**config.mk**
```make
export PLATFORM = sky130hd
export DESIGN_NAME = pyramidal_spike_unit
export DESIGN_NICKNAME = d
export VERILOG_FILES = /design/src/rtl/pyr_pkg.sv /design/src/rtl/leaky_integrator_q14.sv /design/src/rtl/pyramidal_spike_unit.sv
export SDC_FILE = /design/constraint.sdc
export NUM_CORES = 1
export LEC_CHECK = 0
export ABC_AREA = 1
export CAP_MARGIN = 30
export CELL_PAD_IN_SITES_DETAIL_PLACEMENT = 0
export CELL_PAD_IN_SITES_GLOBAL_PLACEMENT = 1
export CORE_ASPECT_RATIO = 0.6
export CORE_MARGIN = 3
export CORE_UTILIZATION = 34
export DETAILED_ROUTE_END_ITERATION = 8
export GPL_ROUTABILITY_DRIVEN = 0
export HOLD_SLACK_MARGIN = 0.1
export PLACE_DENSITY_LB_ADDON = 0.1
export SLEW_MARGIN = 0
export SYNTH_ARGS = -nofsm -noshare
export SYNTH_HDL_FRONTEND = slang
export SYNTH_SLANG_ARGS = --single-unit
```
**constraint.sdc**
```tcl
create_clock -name clk -period 10.4 [get_ports clk]
set_input_delay 1.56 -clock clk [delete_from_list [all_inputs] [get_ports clk]]
set_output_delay 1.56 -clock clk [all_outputs]
set_load 0.01 [all_outputs]
```
**src/rtl/pyr_pkg.sv**
```systemverilog
// Shared definitions for the pyramidal (excitatory) end of the PING E-I loop:
// FSM state codes, Q4.14 constants and the default data-path saturation bounds.
package pyr_pkg;

    typedef enum logic [1:0] {
        ST_INTEGRATE = 2'd0,
        ST_SPIKE     = 2'd1,
        ST_REFRACT   = 2'd2
    } pyr_state_t;

    localparam int Q_WIDTH = 18;
    localparam int Q_FRAC  = 14;
    localparam int ONE     = 1 << Q_FRAC;
    localparam int HALF    = ONE / 2;
    localparam int SAT_MAX = (1 << (Q_WIDTH - 1)) - 1;
    localparam int SAT_MIN = -(1 << (Q_WIDTH - 1));

endpackage

```
**src/rtl/leaky_integrator_q14.sv**
```systemverilog
// Combinational leaky-integrator step: v_next = sat(v + ((sat(net - v) * TAU_INV) >>> FRAC)).
// Every intermediate is saturated to the signed WIDTH range, so nothing wraps.
module leaky_integrator_q14 #(
    parameter int WIDTH   = 18,
    parameter int FRAC    = 14,
    parameter int TAU_INV = 410
) (
    input  logic signed [WIDTH-1:0] net,
    input  logic signed [WIDTH-1:0] v,
    output logic signed [WIDTH-1:0] v_next
);

    localparam int XW = WIDTH + 32;
    localparam logic signed [XW-1:0] MAXV  = {{33{1'b0}}, {(WIDTH-1){1'b1}}};
    localparam logic signed [XW-1:0] MINV  = {{33{1'b1}}, {(WIDTH-1){1'b0}}};
    localparam logic signed [XW-1:0] TAU_X = XW'(TAU_INV);

    function automatic logic signed [WIDTH-1:0] sat(input logic signed [XW-1:0] x);
        if (x > MAXV) begin
            return MAXV[WIDTH-1:0];
        end else if (x < MINV) begin
            return MINV[WIDTH-1:0];
        end
        return x[WIDTH-1:0];
    endfunction

    logic signed [XW-1:0]    net_x;
    logic signed [XW-1:0]    v_x;
    logic signed [WIDTH-1:0] drv;
    logic signed [XW-1:0]    drv_x;
    logic signed [XW-1:0]    prod_x;
    logic signed [XW-1:0]    delta_x;

    assign net_x   = {{32{net[WIDTH-1]}}, net};
    assign v_x     = {{32{v[WIDTH-1]}}, v};
    assign drv     = sat(net_x - v_x);
    assign drv_x   = {{32{drv[WIDTH-1]}}, drv};
    assign prod_x  = drv_x * TAU_X;
    // Arithmetic shift: negative deltas round toward minus infinity.
    assign delta_x = prod_x >>> FRAC;
    assign v_next  = sat(v_x + delta_x);

endmodule

```
**src/rtl/pyramidal_spike_unit.sv**
```systemverilog
// Excitatory pyramidal cell: integrates drive minus PV+ inhibition into a leaky
// membrane and runs the integrate / spike / refractory FSM on each clk_en tick.
module pyramidal_spike_unit
    import pyr_pkg::*;
#(
    parameter int WIDTH       = 18,
    parameter int FRAC        = 14,
    parameter int TAU_INV     = 410,
    parameter int THRESH      = HALF,
    parameter int V_RESET     = 0,
    parameter int SPIKE_AMP   = ONE,
    parameter int SPIKE_LEN   = 2,
    parameter int REFRACT_LEN = 8,
    parameter int CNT_W       = 16
) (
    input  logic                    clk,
    input  logic                    rst_n,
    input  logic                    clk_en,
    input  logic signed [WIDTH-1:0] drive_input,
    input  logic signed [WIDTH-1:0] inhibition,
    output logic signed [WIDTH-1:0] pyramid_out,
    output logic                    spike_pulse,
    output logic [1:0]              fsm_state,
    output logic [CNT_W-1:0]        spike_count,
    output logic signed [WIDTH-1:0] v_state_out
);

    localparam int TW = 16;
    localparam logic signed [WIDTH-1:0] THRESH_V    = WIDTH'(THRESH);
    localparam logic signed [WIDTH-1:0] V_RESET_V   = WIDTH'(V_RESET);
    localparam logic signed [WIDTH-1:0] SPIKE_AMP_V = WIDTH'(SPIKE_AMP);
    localparam logic [TW-1:0] SPIKE_LAST   = TW'(SPIKE_LEN - 1);
    localparam logic [TW-1:0] REFRACT_LAST = (REFRACT_LEN > 0) ? TW'(REFRACT_LEN - 1) : '0;
    localparam logic signed [WIDTH-1:0] NET_MAX = {1'b0, {(WIDTH-1){1'b1}}};
    localparam logic signed [WIDTH-1:0] NET_MIN = {1'b1, {(WIDTH-1){1'b0}}};

    pyr_state_t              state_q, state_d;
    logic [TW-1:0]           cnt_q, cnt_d;
    logic signed [WIDTH-1:0] v_q, v_d;
    logic                    pulse_d;
    logic [CNT_W-1:0]        count_d;

    logic signed [WIDTH:0]   net_wide;
    logic signed [WIDTH-1:0] net;
    logic signed [WIDTH-1:0] v_next;

    // One extra bit holds any difference exactly; the top two bits disagree only on overflow.
    assign net_wide = {drive_input[WIDTH-1], drive_input} - {inhibition[WIDTH-1], inhibition};
    assign net = (net_wide[WIDTH] != net_wide[WIDTH-1])
               ? (net_wide[WIDTH] ? NET_MIN : NET_MAX)
               : net_wide[WIDTH-1:0];

    leaky_integrator_q14 #(
        .WIDTH  (WIDTH),
        .FRAC   (FRAC),
        .TAU_INV(TAU_INV)
    ) u_integrator (
        .net   (net),
        .v     (v_q),
        .v_next(v_next)
    );

    always_ff @(posedge clk or negedge rst_n) begin
        if (!rst_n) begin
            state_q     <= ST_INTEGRATE;
            cnt_q       <= '0;
            v_q         <= V_RESET_V;
            spike_pulse <= 1'b0;
            spike_count <= '0;
        end else begin
            state_q     <= state_d;
            cnt_q       <= cnt_d;
            v_q         <= v_d;
            spike_pulse <= pulse_d;
            spike_count <= count_d;
        end
    end

    always_comb begin
        state_d = state_q;
        cnt_d   = cnt_q;
        v_d     = v_q;
        pulse_d = 1'b0;
        count_d = spike_count;
        if (clk_en) begin
            case (state_q)
                ST_SPIKE: begin
                    v_d = V_RESET_V;
                    if (cnt_q == '0) begin
                        if (REFRACT_LEN == 0) begin
                            state_d = ST_INTEGRATE;
                        end else begin
                            state_d = ST_REFRACT;
                            cnt_d   = REFRACT_LAST;
                        end
                    end else begin
                        cnt_d = cnt_q - TW'(1);
                    end
                end
                ST_REFRACT: begin
                    v_d = V_RESET_V;
                    if (cnt_q == '0) begin
                        state_d = ST_INTEGRATE;
                    end else begin
                        cnt_d = cnt_q - TW'(1);
                    end
                end
                // The unused code 3 integrates like ST_INTEGRATE.
                default: begin
                    if (v_next >= THRESH_V) begin
                        state_d = ST_SPIKE;
                        cnt_d   = SPIKE_LAST;
                        v_d     = V_RESET_V;
                        pulse_d = 1'b1;
                        if (spike_count != '1) begin
                            count_d = spike_count + CNT_W'(1);
                        end
                    end else begin
                        state_d = ST_INTEGRATE;
                        v_d     = v_next;
                    end
                end
            endcase
        end
    end

    always_comb begin
        case (state_q)
            ST_SPIKE:   pyramid_out = SPIKE_AMP_V;
            ST_REFRACT: pyramid_out = V_RESET_V;
            default:    pyramid_out = v_q;
        endcase
    end

    assign fsm_state   = state_q;
    assign v_state_out = v_q;

endmodule

```
Word-level counts from Yosys, hierarchy flattened
Cells that the tools add are included.
{ "totals": {"latchBits": 0, "romBits": 0, "in_bits": 39, "elab_cells": 56, "mem_bits_rw": 0, "reg_bits": 53, "output_inout_bits": 55, "n_memories": 0} }
{ "op_classes": {"multipliers": 1, "n_reduce_logical": 6, "shift": 0, "addsub": 5, "bitwise_logic": 1, "div": 0, "mux": 26, "order_cmp": 5, "n_eq_ne": 7} }
{ "op_table": {"columns": ["cell", "count"], "rows": [
  ["$mux W18", 10],
  ["$gt A50 B18 Y1 const B", 2],
  ["$lt A50 B18 Y1 const B", 2],
  ["$mux W16", 3],
  ["$sub A18 B18 Y19", 2],
  ["$pmux W18 S2", 1],
  ["$pmux W16 S2", 1],
  ["$mul A18 B9 Y27 const B", 1],
  ["$add A18 B14 Y19", 1],
  ["$ge A18 B15 Y1 const B", 1],
  ["$add A16 B1 Y16 const B", 1],
  ["$logic_not A16 Y1", 1],
  ["$ne A16 B16 Y1 const B", 1],
  ["$sub A16 B1 Y16 const B", 1],
  ["$mux W1", 8],
  ["$ne A2 B2 Y1 const B", 3],
  ["$reduce_and A3 Y1", 2],
  ["$mux W2", 2],
  ["$pmux W2 S2", 1],
  ["$reduce_and A4 Y1", 1],
  ["$reduce_bool A3 Y1", 1],
  ["$eq A2 B1 Y1 const B", 1],
  ["$eq A2 B2 Y1 const B", 1],
  ["$reduce_or A2 Y1", 1],
  ["other kinds (2)", 2]
]} }

Depth between registers and ports, before layout
{ "logic_depth": {"ltp_word": 18, "mapped_depth": 75, "depth_no_buf": 72} }

Hierarchy
Synthesis repeated with hierarchy kept, for this count alone.
{ "unflattened": {"cells_unflattened": 1388, "area_unflattened_um2": 9709.3} }
{ "by_module_without_submodules": {"columns": ["mod", "instances", "seq_area_each_um2", "cells_each", "area_per_inst_um2"], "rows": [
  ["leaky_integrator_q14", 1, 0.0, 803, 5611.6],
  ["pyramidal_spike_unit", 1, 1326.3, 585, 4097.7]
]} }

Worst setup path after synthesis
Ideal clock, no wire load.
{ "synth_path": {"kind": "input -> register", "start": "input port inhibition[10]", "end": "register spike_count[0]", "stages": 66, "t_arrival_ps": 11429, "n_path_buf": 4, "slack_ps": -1148, "required_ps": 10281, "setup_time_ps": 119, "path_cell_list": "inv_1 -> ha_1 -> inv_1 -> nor4_1 -> nand3_1 -> nand3_1 -> nand2_1 -> nand2_1 -> nand3_1 -> nand2_1 -> nand3_1 -> nand2_1 -> xor2_1 -> inv_1 -> ha_1 -> nand2_1 -> clkbuf_1 -> nand2_1 -> [30 not listed] -> xor2_1 -> ha_1 -> nand2_1 -> nor2_2 -> and2_1 -> nand3b_1 -> nand3_1 -> nand2_1 -> nand2_2 -> nand2_2 -> a21oi_2 -> nand4_2 -> nand2_2 -> buf_6 -> nor2_8 -> buf_6 -> nand3_1 -> nand2_1"} }
{ "synth_via": {"elab_chain_len": 16, "elab_cells_between_ends": 21, "classes_between": "add/sub (3); mul (1); order compare (5); eq/ne (1); mux (10); reduce/logical (1)"} }
{ "synth_lines": {"columns": ["element", "line", "text"], "rows": [
  ["start: declaration", "pyramidal_spike_unit.sv:20", "input logic signed [WIDTH-1:0] inhibition,"],
  ["$sub A18 B18 Y19 (*)", "pyramidal_spike_unit.sv:48", "assign net_wide = {drive_input[WIDTH-1], drive_input} - {inhibition[WIDTH-1], inhibition};"],
  ["$mux W18 or $ne A1 B1 Y1 (tied branches)", "pyramidal_spike_unit.sv:50, pyramidal_spike_unit.sv:49", null],
  ["$mux W18 (*)", "pyramidal_spike_unit.sv:50", "? (net_wide[WIDTH] ? NET_MIN : NET_MAX)"],
  ["$sub A18 B18 Y19 (*)", "leaky_integrator_q14.sv:36", "assign drv = sat(net_x - v_x);"],
  ["$lt A50 B18 Y1", "leaky_integrator_q14.sv:21", "end else if (x < MINV) begin"],
  ["$mux W1", "leaky_integrator_q14.sv:21", null],
  ["$mux W1", "leaky_integrator_q14.sv:19", "if (x > MAXV) begin"],
  ["$mux W18 (*)", "leaky_integrator_q14.sv:24", "return x[WIDTH-1:0];"],
  ["$mul A18 B9 Y27 (*)", "leaky_integrator_q14.sv:38", "assign prod_x = drv_x * TAU_X;"],
  ["$add A18 B14 Y19 (*)", "leaky_integrator_q14.sv:41", "assign v_next = sat(v_x + delta_x);"],
  ["$lt A50 B18 Y1", "leaky_integrator_q14.sv:21", null],
  ["$mux W1", "leaky_integrator_q14.sv:21", null],
  ["$mux W1", "leaky_integrator_q14.sv:19", null],
  ["$mux W18 (*)", "leaky_integrator_q14.sv:24", null],
  ["$ge A18 B15 Y1 (*)", "pyramidal_spike_unit.sv:110", "if (v_next >= THRESH_V) begin"],
  ["$reduce_and A4 Y1 (no source line) (*)", null, null],
  ["end signal: assignment", "pyramidal_spike_unit.sv:75", "spike_count <= count_d;"],
  ["end: declaration", "pyramidal_spike_unit.sv:24", "output logic [CNT_W-1:0] spike_count,"]
]} }
Mark *: on every way between the ends. The rest lies on a longest branch, timed or not.
A chain may end at the register's enable or synchronous reset.

Worst setup path after layout
{ "layout_path": {"start": "input port drive_input[7]", "end": "register spike_count[6]"} }
{ "layout_via": {"elab_chain_len": 16, "elab_cells_between_ends": 21, "classes_between": "add/sub (3); mul (1); order compare (5); eq/ne (1); mux (10); reduce/logical (1)"} }
{ "layout_lines": {"columns": ["element", "line", "text"], "rows": [
  ["start: declaration", "pyramidal_spike_unit.sv:19", "input logic signed [WIDTH-1:0] drive_input,"],
  ["$sub A18 B18 Y19 (*)", "pyramidal_spike_unit.sv:48", null],
  ["$mux W18 or $ne A1 B1 Y1 (tied branches)", "pyramidal_spike_unit.sv:50, pyramidal_spike_unit.sv:49", null],
  ["$mux W18 (*)", "pyramidal_spike_unit.sv:50", null],
  ["$sub A18 B18 Y19 (*)", "leaky_integrator_q14.sv:36", null],
  ["$lt A50 B18 Y1", "leaky_integrator_q14.sv:21", null],
  ["$mux W1", "leaky_integrator_q14.sv:21", null],
  ["$mux W1", "leaky_integrator_q14.sv:19", null],
  ["$mux W18 (*)", "leaky_integrator_q14.sv:24", null],
  ["$mul A18 B9 Y27 (*)", "leaky_integrator_q14.sv:38", null],
  ["$add A18 B14 Y19 (*)", "leaky_integrator_q14.sv:41", null],
  ["$lt A50 B18 Y1", "leaky_integrator_q14.sv:21", null],
  ["$mux W1", "leaky_integrator_q14.sv:21", null],
  ["$mux W1", "leaky_integrator_q14.sv:19", null],
  ["$mux W18 (*)", "leaky_integrator_q14.sv:24", null],
  ["$ge A18 B15 Y1 (*)", "pyramidal_spike_unit.sv:110", null],
  ["$reduce_and A4 Y1 (no source line) (*)", null, null]
]} }
Marked as above.

==> impl_metrics.ini <==
[status]
status = finished with violations
violations = setup timing

[worst_hold_path]
hold_path.class = reg -> reg
worstHoldEndpoint = cnt_q[1]$_DFFE_PN0P_
hold_start = cnt_q[1]$_DFFE_PN0P_
hold_depth = 2

[cts]
clockRootBuffer = clkbuf_16
clk_path_buf_depth = 2
cts_buffers = 5
clkLatencyLatePin_ns = 0.31
ctsHtreeMaxLevel = 2
cts_num_sinks = 53
cts_tree = yes
clk_pin_slew_ns = 0.08

[place]
io_buffers = 93
hpwl_um = 27100

[layout]
area_growth_syn_to_layout_pct = 66.1
antenna_cells = 0
fillers = 2507
layout-drive-gt1-share_pct = 39.2
layout_commonest_cell = buf_4
nets = 2106
layout_common_cells = buf_4, nand2_1, inv_1

[timing]
finalWorstSetupSlack_ns = -0.704
post-route-min-period_ns = 11.10
finalHoldViolCount = 0
slew_violations = 0
relSlewSlack_pct = 29.3
worst_pin_slew_ns = 1.05
setup_viol_count_final = 52
fin_hold_ws_ns = 0.531
rsz0062_at_grt = true
fmax_mhz = 90.1
period_share_pct = 107
tns_ns = -33.13
finalClockSkew_ns = 0.00769

[synthesis]
synth_top_area_share_pct = 18.9
synth_area_sq_um = 9620
synth_seq_cells = 53
syn_avg_cell_area_sq_um = 6.71
ys_warn_count = 0
ys_types = 39
syn_nets = 1664
netlist_instances = 1434
synth_top_area_cell = ha_1
seq_area_frac_synth_pct = 13.8
ys_top_cells_by_area = ha_1, dfrtp_1, nand2_1, inv_1, fa_1

[floorplan]
rows = 46
die_y_um = 136
die_x_um = 223
die_area_sq_um = 30400
start_util_pct = 35.5
fp.coreArea_sq_um = 27100
io_pins = 94

[drt]
drtIter0Drc = 683
drt_wl_total_um = 34500
drtPass1Iterations = 5
wl_per_cell_um = 15.4
vias = 10600
vias_per_cell = 4.74
ant_nets = 0
drc_errors = 0

[flow_run]
drv_cap = 0

[critical_path]
cp_common_cell = nand2_1
critPathRequiredTime_ns = 10.60
path_max_fanout = 6
worst_setup_path_start_kind = input pin
cpMaxStageDelayCell = fa_1
worstSetupPathType = in -> reg
ff2ff_path_depth = 53
worst_ep_arrival_time_ns = 11.31
cp.buffers_inverters = 21
critPathCaptureType = flip-flop
r2r_start = v_state_out[1]$_DFFE_PN0P_
r2r_end = spike_count[6]$_DFFE_PN0P_
cpPeakStageDelay_ns = 0.55
crit_family = adder cells
rrSetupSlack_ns = 1.98

[global_route]
grt_max_degree = 54
antenna_found_initial = 0
grt_remaining_overflow = 0
grt_use_total_pct = 22.3
grt_pass1_vias = 10100
grt_first_pass_wirelength_um = 54400
## Yosys cell counts, drive strengths merged
| cell type | instances |
|---|---|
| clkbuf | 15 |
| a21o | 4 |
| nor4 | 6 |
| clkinv | 1 |
| and2 | 1 |
| nand4 | 17 |
| nor3 | 17 |
| inv | 322 |
| xor2 | 53 |
| a31o | 1 |
| and3 | 1 |
| or2 | 6 |
| buf | 6 |
| o21bai | 8 |
| a21oi | 105 |
| a211oi | 3 |
| a2111oi | 1 |
| dfrtp | 53 |
| nand2 | 339 |
| o31ai | 3 |
| o22ai | 10 |
| fa | 46 |
| nor2 | 79 |
| nand3 | 88 |
| nand3b | 8 |
| a31oi | 4 |
| xnor2 | 35 |
| o211ai | 2 |
| ha | 145 |
| o21ai | 55 |
## kinds of logic after synthesis
logic type | after synthesis | synth area share (%)
flops | 53 | 13.8
compound gates | 196 | 11.0
fa+ha+maj | 191 | 28.4
xor+xnor | 88 | 8.02
simple gates | 562 | 25.0
buf+inv | 344 | 13.7
## per-stage QoR
step           utilization [%]  instance area [sq um]  setup WS [ns]  instances
3_5_place_dp              49.6                  13400          -2.10       2137
2_1_floorplan                -                  10200         -0.146       1434
5_1_grt                   58.9                  16000          -1.17       2237
3_3_place_gp              49.6                  13400          -2.03       2137
6_report                  58.9                  16000         -0.704       2237
4_1_cts                   56.3                  15300         -0.572       2216
## registers in the layout, indices dropped and copies added (netlist names)
name / flops
spike_pulse: 1
fsm_state: 2
cnt_q: 16
v_state_out: 18
spike_count: 16
## layout make-up
cell class / instances / area [sq um] / area share [%]
timing repair inverter: 1 / 11.3 / 0.0705
tap: 360 / 450 / 2.82
timing repair buffer: 452 / 3780 / 23.7
inverter: 323 / 1290 / 8.06
multi-input combinational: 1040 / 8970 / 56.2
clock inverter: 2 / 15.0 / 0.0940
clock buffer: 6 / 129 / 0.807
sequential: 53 / 1330 / 8.31
## worst register-to-register path, delay by kind of cell (launching register included)
| kind | cells | cell delay [ns] |
|---|---|---|
| AOI/OAI and AO/OA | 7 | 1.02 |
| DFF | 1 | 0.68 |
| and+or+nand+nor | 22 | 2.14 |
| buffers and inverters | 16 | 1.79 |
| xor gates and xnor gates | 1 | 0.18 |
| adders and majority gates | 7 | 2.50 |
## how the worst max path moves through the flow
stage / start / to / slack [ns] / cells past startpoint
6_report: drive_input[7] / spike_count[6]$_DFFE_PN0P_ / -0.70 / 69
5_1_grt: inhibition[7] / spike_count[13]$_DFFE_PN0P_ / -1.17 / 75
2_1_floorplan: drive_input[0] / spike_count[0]$_DFFE_PN0P_ / -0.15 / 69
4_1_cts: drive_input[7] / cnt_q[3]$_DFFE_PN0P_ / -0.57 / 70
3_3_place_gp: drive_input[0] / spike_count[7]$_DFFE_PN0P_ / -2.03 / 69
3_5_place_dp: drive_input[0] / spike_count[15]$_DFFE_PN0P_ / -2.10 / 69
## repair_timing
item                                    CTS  global route
resized for setup                       323           138
cloned                                    3             2
setup buffers                            69            19
hold buffers                              0             0
endpoints found under the setup margin   52            52
pin swaps                               151           121
## routing by layer
metal,up-vias,GRT usage [%],part of all wire [%]
met1,4939,36.7,55
met5,-,0,0
met2,263,30.8,38
met3,6,3.95,6.5
met4,0,1.13,0.31
li1,5401,-,-
Power is not shown: default switching activity piles up to over one toggle a cycle in this logic, so the estimate is an artifact.
